<file path="config.mk">
export PLATFORM = sky130hd
export DESIGN_NAME = tone_generator
export DESIGN_NICKNAME = d
export VERILOG_FILES = /design/src/rtl/tone_generator.sv
export SDC_FILE = /design/constraint.sdc
export NUM_CORES = 1
export LEC_CHECK = 0
export CORE_MARGIN = 4
export CORE_UTILIZATION = 55
export CTS_BUF_LIST = sky130_fd_sc_hd__clkbuf_4 sky130_fd_sc_hd__clkbuf_8
export CTS_CLUSTER_SIZE = 12
export DETAILED_ROUTE_END_ITERATION = 6
export PLACE_DENSITY_LB_ADDON = 0.12
export SYNTH_ARGS = -nofsm -noshare
export SYNTH_HDL_FRONTEND = slang
export SYNTH_SLANG_ARGS = --single-unit
</file>
<file path="constraint.sdc">
create_clock -name iClock -period 4.16 [get_ports iClock]
set_input_delay 1.248 -clock iClock [delete_from_list [all_inputs] [get_ports iClock]]
set_output_delay 1.248 -clock iClock [all_outputs]
set_load 0.02 [all_outputs]
</file>
<file path="src/rtl/tone_generator.sv">
// Square-wave tone generator: turns an (enable, frequency) request into a 50%-duty audio pin.
// Half-period comes from a 32-step sequential restoring divider; retunes land on toggle edges.
module tone_generator #(
  parameter int unsigned CLK_HZ   = 50_000_000,
  parameter int unsigned MIN_FREQ = 20,
  parameter int unsigned MAX_FREQ = 20_000
) (
  input  logic        iClock,
  input  logic        iReset,
  input  logic        iEnable,
  input  logic [15:0] iFreq,
  output logic        oAudio,
  output logic        oActive,
  output logic        oBusy
);

  typedef enum logic [1:0] {StIdle, StDiv, StRun} state_e;

  state_e      r_state,     w_state_nxt;
  logic [31:0] r_cnt,       w_cnt_nxt;
  logic [31:0] r_half,      w_half_nxt;
  logic [31:0] r_pending,   w_pending_nxt;
  logic        r_pend_vld,  w_pend_vld_nxt;
  logic [15:0] r_cur_freq,  w_cur_freq_nxt;
  logic [15:0] r_div_freq,  w_div_freq_nxt;
  logic        r_from_run,  w_from_run_nxt;
  logic [31:0] r_dvd,       w_dvd_nxt;
  logic [31:0] r_rem,       w_rem_nxt;
  logic [31:0] r_quo,       w_quo_nxt;
  logic [5:0]  r_step,      w_step_nxt;
  logic        r_audio,     w_audio_nxt;
  logic        r_active,    w_active_nxt;
  logic        r_busy,      w_busy_nxt;

  logic [15:0] w_req;
  logic        w_req_valid;
  logic        w_tick;
  logic [32:0] w_trial;
  logic [32:0] w_divisor;
  logic [32:0] w_diff;
  logic        w_fits;

  assign w_req       = iEnable ? iFreq : 16'd0;
  assign w_req_valid = ({16'd0, w_req} >= MIN_FREQ) && ({16'd0, w_req} <= MAX_FREQ);
  assign w_tick      = (r_cnt == r_half - 32'd1);

  // One restoring-division step: shift in the next dividend bit, subtract if it fits.
  assign w_trial   = {r_rem, r_dvd[31]};
  assign w_divisor = {16'd0, r_div_freq, 1'b0};
  assign w_diff    = w_trial - w_divisor;
  assign w_fits    = (w_trial >= w_divisor);

  always_comb begin
    w_state_nxt    = r_state;
    w_cnt_nxt      = r_cnt;
    w_half_nxt     = r_half;
    w_pending_nxt  = r_pending;
    w_pend_vld_nxt = r_pend_vld;
    w_cur_freq_nxt = r_cur_freq;
    w_div_freq_nxt = r_div_freq;
    w_from_run_nxt = r_from_run;
    w_dvd_nxt      = r_dvd;
    w_rem_nxt      = r_rem;
    w_quo_nxt      = r_quo;
    w_step_nxt     = r_step;
    w_audio_nxt    = r_audio;

    unique case (r_state)
      StIdle: begin
        w_audio_nxt = 1'b0;
        w_cnt_nxt   = 32'd0;
        if (w_req_valid) begin
          w_div_freq_nxt = w_req;
          w_from_run_nxt = 1'b0;
          w_dvd_nxt      = CLK_HZ;
          w_rem_nxt      = 32'd0;
          w_quo_nxt      = 32'd0;
          w_step_nxt     = 6'd0;
          w_state_nxt    = StDiv;
        end
      end

      StDiv: begin
        if (!w_req_valid) begin
          w_state_nxt    = StIdle;
          w_audio_nxt    = 1'b0;
          w_cnt_nxt      = 32'd0;
          w_pend_vld_nxt = 1'b0;
          w_from_run_nxt = 1'b0;
          w_cur_freq_nxt = 16'd0;
        end else begin
          // A retune keeps the old tone sounding while the divider works.
          if (r_from_run) begin
            if (w_tick) begin
              w_audio_nxt = ~r_audio;
              w_cnt_nxt   = 32'd0;
            end else begin
              w_cnt_nxt = r_cnt + 32'd1;
            end
          end
          if (r_step != 6'd32) begin
            w_rem_nxt  = w_fits ? w_diff[31:0] : w_trial[31:0];
            w_quo_nxt  = {r_quo[30:0], w_fits};
            w_dvd_nxt  = {r_dvd[30:0], 1'b0};
            w_step_nxt = r_step + 6'd1;
          end else begin
            w_cur_freq_nxt = r_div_freq;
            w_state_nxt    = StRun;
            w_from_run_nxt = 1'b0;
            if (r_from_run) begin
              w_pending_nxt  = r_quo;
              w_pend_vld_nxt = 1'b1;
            end else begin
              w_half_nxt  = r_quo;
              w_audio_nxt = 1'b1;
              w_cnt_nxt   = 32'd0;
            end
          end
        end
      end

      StRun: begin
        if (!w_req_valid) begin
          w_state_nxt    = StIdle;
          w_audio_nxt    = 1'b0;
          w_cnt_nxt      = 32'd0;
          w_pend_vld_nxt = 1'b0;
          w_cur_freq_nxt = 16'd0;
        end else begin
          if (w_tick) begin
            w_audio_nxt = ~r_audio;
            w_cnt_nxt   = 32'd0;
            if (r_pend_vld) begin
              w_half_nxt     = r_pending;
              w_pend_vld_nxt = 1'b0;
            end
          end else begin
            w_cnt_nxt = r_cnt + 32'd1;
          end
          if ((w_req != r_cur_freq) && !r_pend_vld) begin
            w_div_freq_nxt = w_req;
            w_from_run_nxt = 1'b1;
            w_dvd_nxt      = CLK_HZ;
            w_rem_nxt      = 32'd0;
            w_quo_nxt      = 32'd0;
            w_step_nxt     = 6'd0;
            w_state_nxt    = StDiv;
          end
        end
      end

      default: begin
        w_state_nxt = StIdle;
        w_audio_nxt = 1'b0;
        w_cnt_nxt   = 32'd0;
      end
    endcase

    w_active_nxt = (w_state_nxt == StRun) || ((w_state_nxt == StDiv) && w_from_run_nxt);
    w_busy_nxt   = (w_state_nxt == StDiv);
  end

  always_ff @(posedge iClock) begin
    if (!iReset) begin
      r_state    <= StIdle;
      r_cnt      <= 32'd0;
      r_half     <= 32'd0;
      r_pending  <= 32'd0;
      r_pend_vld <= 1'b0;
      r_cur_freq <= 16'd0;
      r_div_freq <= 16'd0;
      r_from_run <= 1'b0;
      r_dvd      <= 32'd0;
      r_rem      <= 32'd0;
      r_quo      <= 32'd0;
      r_step     <= 6'd0;
      r_audio    <= 1'b0;
      r_active   <= 1'b0;
      r_busy     <= 1'b0;
    end else begin
      r_state    <= w_state_nxt;
      r_cnt      <= w_cnt_nxt;
      r_half     <= w_half_nxt;
      r_pending  <= w_pending_nxt;
      r_pend_vld <= w_pend_vld_nxt;
      r_cur_freq <= w_cur_freq_nxt;
      r_div_freq <= w_div_freq_nxt;
      r_from_run <= w_from_run_nxt;
      r_dvd      <= w_dvd_nxt;
      r_rem      <= w_rem_nxt;
      r_quo      <= w_quo_nxt;
      r_step     <= w_step_nxt;
      r_audio    <= w_audio_nxt;
      r_active   <= w_active_nxt;
      r_busy     <= w_busy_nxt;
    end
  end

  assign oAudio  = r_audio;
  assign oActive = r_active;
  assign oBusy   = r_busy;

endmodule

</file>
Word level (Yosys, flattened, before mapping)
Index checks and enable logic that the tools add are counted.
- bits in registers: 237
- input port bits: 19
- output and inout port bits: 3
- logic and storage cells: 129
- add/sub/neg operators: 4
- $lt $le $gt $ge: 3
- equality and inequality tests: 20
- mux-type cells: 70
- bitwise logic cells: 2
- reduce and logical (&&, ||, !) cells: 15
- operator list (cell ; count):
    $mux W32 ; 25
    $pmux W32 S3 ; 3
    $pmux W32 S2 ; 2
    $mux W16 ; 7
    $pmux W16 S2 ; 2
    $ge A33 B17 Y1 ; 1
    $add A32 B1 Y32 const B ; 1
    $eq A32 B32 Y1 ; 1
    $sub A32 B1 Y32 const B ; 1
    $sub A32 B17 Y32 ; 1
    $mux W6 ; 5
    $ne A2 B2 Y1 const B ; 10
    $pmux W6 S3 ; 1
    $ge A16 B5 Y1 const B ; 1
    $le A16 B15 Y1 const B ; 1
    $mux W1 ; 16
    $ne A16 B16 Y1 ; 1
    $reduce_and A4 Y1 ; 3
    $mux W2 ; 5
    $ne A3 B3 Y1 const B ; 3
    $reduce_and A7 Y1 ; 1
    $add A6 B1 Y6 const B ; 1
    $ne A6 B6 Y1 const B ; 1
    $pmux W2 S3 ; 1
    13 further kinds ; 20

Logic depth before layout (Yosys ltp)
- depth in word-level cells: 9
- mapped depth: 14
- depth with buffers taken out: 12

Worst setup path before layout
No wires, ideal clock.
- path type: input -> register
- start: input port iFreq[3]
- end: register r_active (netlist: oActive)
- arrival time: 3.633 ns
- required time: 4.059 ns
- slack: 0.426 ns
- stages: 10
- buffers on the path: 1
- cell sequence: or4_1 > o31ai_1 > a21oi_1 > o31ai_2 > and2_1 > buf_2 > a21oi_1 > or3_1 > or4_1 > o41ai_1
- cells in the longest elaborated chain, start to end: 9
- elaborated cells on any way between the ends: 20
- classes of those cells: order compare: 2; eq/ne: 3; mux: 11; reduce/logical: 4
- RTL lines (what ; RTL line ; text):
    from (decl) ; 11 ; input logic [15:0] iFreq,
    $mux W16 (*) ; 43 ; assign w_req = iEnable ? iFreq : 16'd0;
    branches (longest 7 deep; another with $ge A16 B5 Y1) ; -- ;
    $logic_or A1 B1 Y1 (*) ; 159 ; w_active_nxt = (w_state_nxt == StRun) || ((w_state_nxt == StDiv) && w_from_run_nxt);
    to (signal assigned) ; 194 ; r_active <= w_active_nxt;
    to (decl) ; 32 ; logic r_active, w_active_nxt;
Every way passes the cells marked *.
A chain may end at the register's enable or synchronous reset.

Worst setup path after layout
- start: register r_half[0]
- end: register r_cnt[18]
- cells in the longest elaborated chain, start to end: 8
- elaborated cells on any way between the ends: 9
- classes of those cells: add/sub: 1; eq/ne: 1; mux: 7
- RTL lines (what ; RTL line ; text):
    from (decl) ; 21 ; logic [31:0] r_half, w_half_nxt;
    from (signal assigned) ; 183 ; r_half <= w_half_nxt;
    $sub A32 B1 Y32 (*) ; 45 ; assign w_tick = (r_cnt == r_half - 32'd1);
    $eq A32 B32 Y1 (*) ; 45 ;
    $mux W32 (*) ; 94, 130 ;
    $mux W32 ; 93 ; if (r_from_run) begin
    $mux W32 ; 110 ; if (r_from_run) begin
    $mux W32 ; 101 ; if (r_step != 6'd32) begin
    $mux W32 ; 84 ; if (!w_req_valid) begin
    $pmux W32 S2 (*) ; 68 ; unique case (r_state)
    to (signal assigned) ; 182 ; r_cnt <= w_cnt_nxt;
    to (decl) ; 20 ; logic [31:0] r_cnt, w_cnt_nxt;
Mark *: on every way between the ends. The rest lies on a longest branch, timed or not.

==> impl_metrics.toml <==
[outcome]
outcome = "complete, no violations"

[synth]
synth_fa_ha_area_share_pct = 2.533
synth_edf_count = 0
async_flop_share_pct = 0
muxShareOfSynthArea_pct = 3.978
synth_xor_area_share_pct = 5.334
ys_types = 74
syn_inst = 1639
synth_compound_area_share_pct = 20.54
synth_top_area_cell = "dfxtp_1"
netlist_area_um2 = 12640
synth_commonest_cells = "nand2_1, dfxtp_1, a21oi_1"
yosysTopAreaCellShare_pct = 36.42
yosys-top-cells-area = "dfxtp_1, nand2_1, a21oi_1"
synth_top_family_by_area = "simple AND/OR/NAND/NOR gates"
syn_area_per_cell_um2 = 7.714
synth.most_common_cell = "nand2_1"
yosysWarnings = 0
yosys.area_share.simple_pct = 26.30
synth_fp_nets = 1683
seq_area_frac_synth_pct = 36.42
synth-main-ff-cell = "dfxtp_1"
synth-seq-cells = 230

[power]
seqPwrFrac_pct = 43.5
power.switching_mw = 1.356
clockPowerShare_pct = 44.1
power_mw = 5.162
p_leak_nw = 5.018
pwr_density_cell_nw_per_um2 = 358.3
vdd_drop_max_mv = 0.4052
p_int_mw = 3.807
p_comb_share_pct = 12.4
power.share.switching_pct = 26.26

[global_route]
grtUsageTotal_pct = 24.60
antenna_found_initial = 0
grt_pass1_vias = 11150
grt_pass1_wl_mm = 53.81
grt_max_degree = 75
overflow = 0

[timing]
relSlewSlack_pct = 38.64
period_share_pct = 93.20
final_max_slew_viol_count = 0
worst_pin_slew_ps = 897.2
finalClockSkew_ps = 31.81
setup_viol = 0
hold_violations = 0
fmax_mhz = 257.9
hold_slack_ps = 445.0
rsz0062_at_grt = "false"
finalSetupTns_ps = 0
finalCriticalPeriod_ps = 3877

[drt]
vias_per_cell = 5.908
drt_pre_antenna_iters = 5
finalWirelength_mm = 32.11
drtIter0Drc = 900
antenna_left = 0
wire_per_inst_um = 16.23
drc = 0
vias = 11690

[cts]
cts.path.max_buffers = 3
post_cts_buffers = 0
cts_sinks = 230
cts_hold_buffers = 0
clkSlewWorstSetupHoldPaths_ps = 60
cts_tree = "done"
htreeDepth = 2
clockRootBuffer = "clkbuf_8"
insertion_delay_ps = 550
ctsResizeCount = 0
cts_buffers = 41

[placed_design]
dp_hpwl_mm = 22.20
place_congestion = 0.9124
port_buffers = 21

[worst_setup_path]
cp_top_family = "simple AND/OR/NAND/NOR gates"
required_ps = 4560
crit_arrival_ps = 4270
crit_fanout = 12
cp-end-kind = "flip-flop"
slowest_delay_ps = 770
path_class = "flip-flop to flip-flop"
path_buf_inv = 2
start_kind = "flip-flop"
worstPathCellList = "inv_1, ha_1, nor3b_1, xnor2_1, a2111oi_0, nand4_1, nor4b_2, and4_1, buf_4, o22ai_1, a31oi_1, nor2_1"
slowest_stage = "a2111oi_0"

[floorplanning]
core_um2 = 22640
rows = 55
start_util_pct = 55.84
fp.dieH_um = 159.6
die_w_um = 159.6
ios = 22
die_area_um2 = 25480

[min_path]
hold_path_class = "flip-flop to flip-flop"

[job]
maxCapViolations = 0

[layout]
fin_nets = 1706
drive_above_1_share_pct = 12.34
area_growth_pct = 13.94
num_antenna_cells = 0
## area by class of cell
class | count | area [um2]
timing repair buffer | 92 | 905.9
multi-input combinational | 1255 | 7465
tap | 285 | 356.6
clock inverter | 10 | 92.59
sequential | 230 | 4604
fill | 2007 | 8234
clock buffer | 65 | 819.5
inverter | 42 | 162.7
## placed cells by master, fill, tap and decap left out, drive strengths merged, types with 12 or more instances in the layout
cell | Yosys | routed
dfxtp | 230 | 230
clkdlybuf4s50 | 0 | 21
inv | 42 | 42
nand3b | 14 | 14
a31oi | 14 | 14
xnor2 | 47 | 47
ha | 24 | 24
a211oi | 38 | 38
xor2 | 30 | 30
nand2b | 12 | 12
nor2 | 131 | 131
nand3 | 114 | 114
nor3 | 40 | 40
o21ai | 66 | 66
clkbuf | 99 | 65
nand4 | 19 | 19
nor4 | 31 | 31
mux2i | 39 | 39
a21oi | 189 | 189
buf | 13 | 71
nand2 | 257 | 257
or3 | 12 | 12
or4 | 15 | 15
## logic make-up (layout without fill, tap and decap cells)
group / Yosys count / after routing
xor+xnor: 77 / 77
buf+inv: 154 / 209
simple gates: 699 / 699
fa+ha+maj: 25 / 25
compound gates: 405 / 405
mux: 49 / 49
flops: 230 / 230
## tightest hold or removal path, cell delays in order, from the launching register on
cell and delay [ps]:
dfxtp_1 300, nand2_1 50, a21oi_1 50
## metal layers
metal / up-vias / GRT usage, % / part of all wire (%)
met5: - / 0 / 0
met2: 241 / 43.34 / 50
li1: 5868 / - / -
met3: 64 / 3.329 / 3.8
met1: 5519 / 30.70 / 43
met4: 0 / 9.152 / 3.0
## power by group through the flow
stage	clock, mW	combinational [mW]	sequential (mW)
floorplan	0	0.457	2.28
global placement	0	0.630	2.29
detailed placement	0	0.637	2.29
CTS	2.33	0.640	2.24
global route	2.44	0.708	2.24
finish	2.28	0.641	2.24
## registers in the layout (all words and copies together) (netlist names)
signal	cells
r_cur_freq	16
oBusy	1
r_cnt	32
oActive	1
r_dvd	25
r_state	2
r_from_run	1
r_half	32
r_pend_vld	1
r_rem	32
r_step	6
r_quo	32
oAudio	1
r_pending	32
r_div_freq	16
## stage by stage
stage          instances  util, %  setup WS (ps)  instance area, um2
6_report            1979    63.63          282.8               14410
5_1_grt             1979    63.63          97.43               14410
4_1_cts             1979    63.63          371.4               14410
3_5_place_dp        1904    59.60         -126.3               13490
3_3_place_gp        1904    59.60         -67.64               13490
2_1_floorplan       1639        -          425.8               12640
## worst paths after layout
kind / start / end / slack (ps) / cells after the start
setup / recovery: r_half[0] / r_cnt[18] / 280 / 12
hold / removal: r_dvd[18] / r_dvd[18] / 450 / 2
setup reg to reg: r_half[0] / r_cnt[18] / 280 / 12
hold reg to reg: r_dvd[18] / r_dvd[18] / 450 / 2
(Power assumes the default switching activity.)
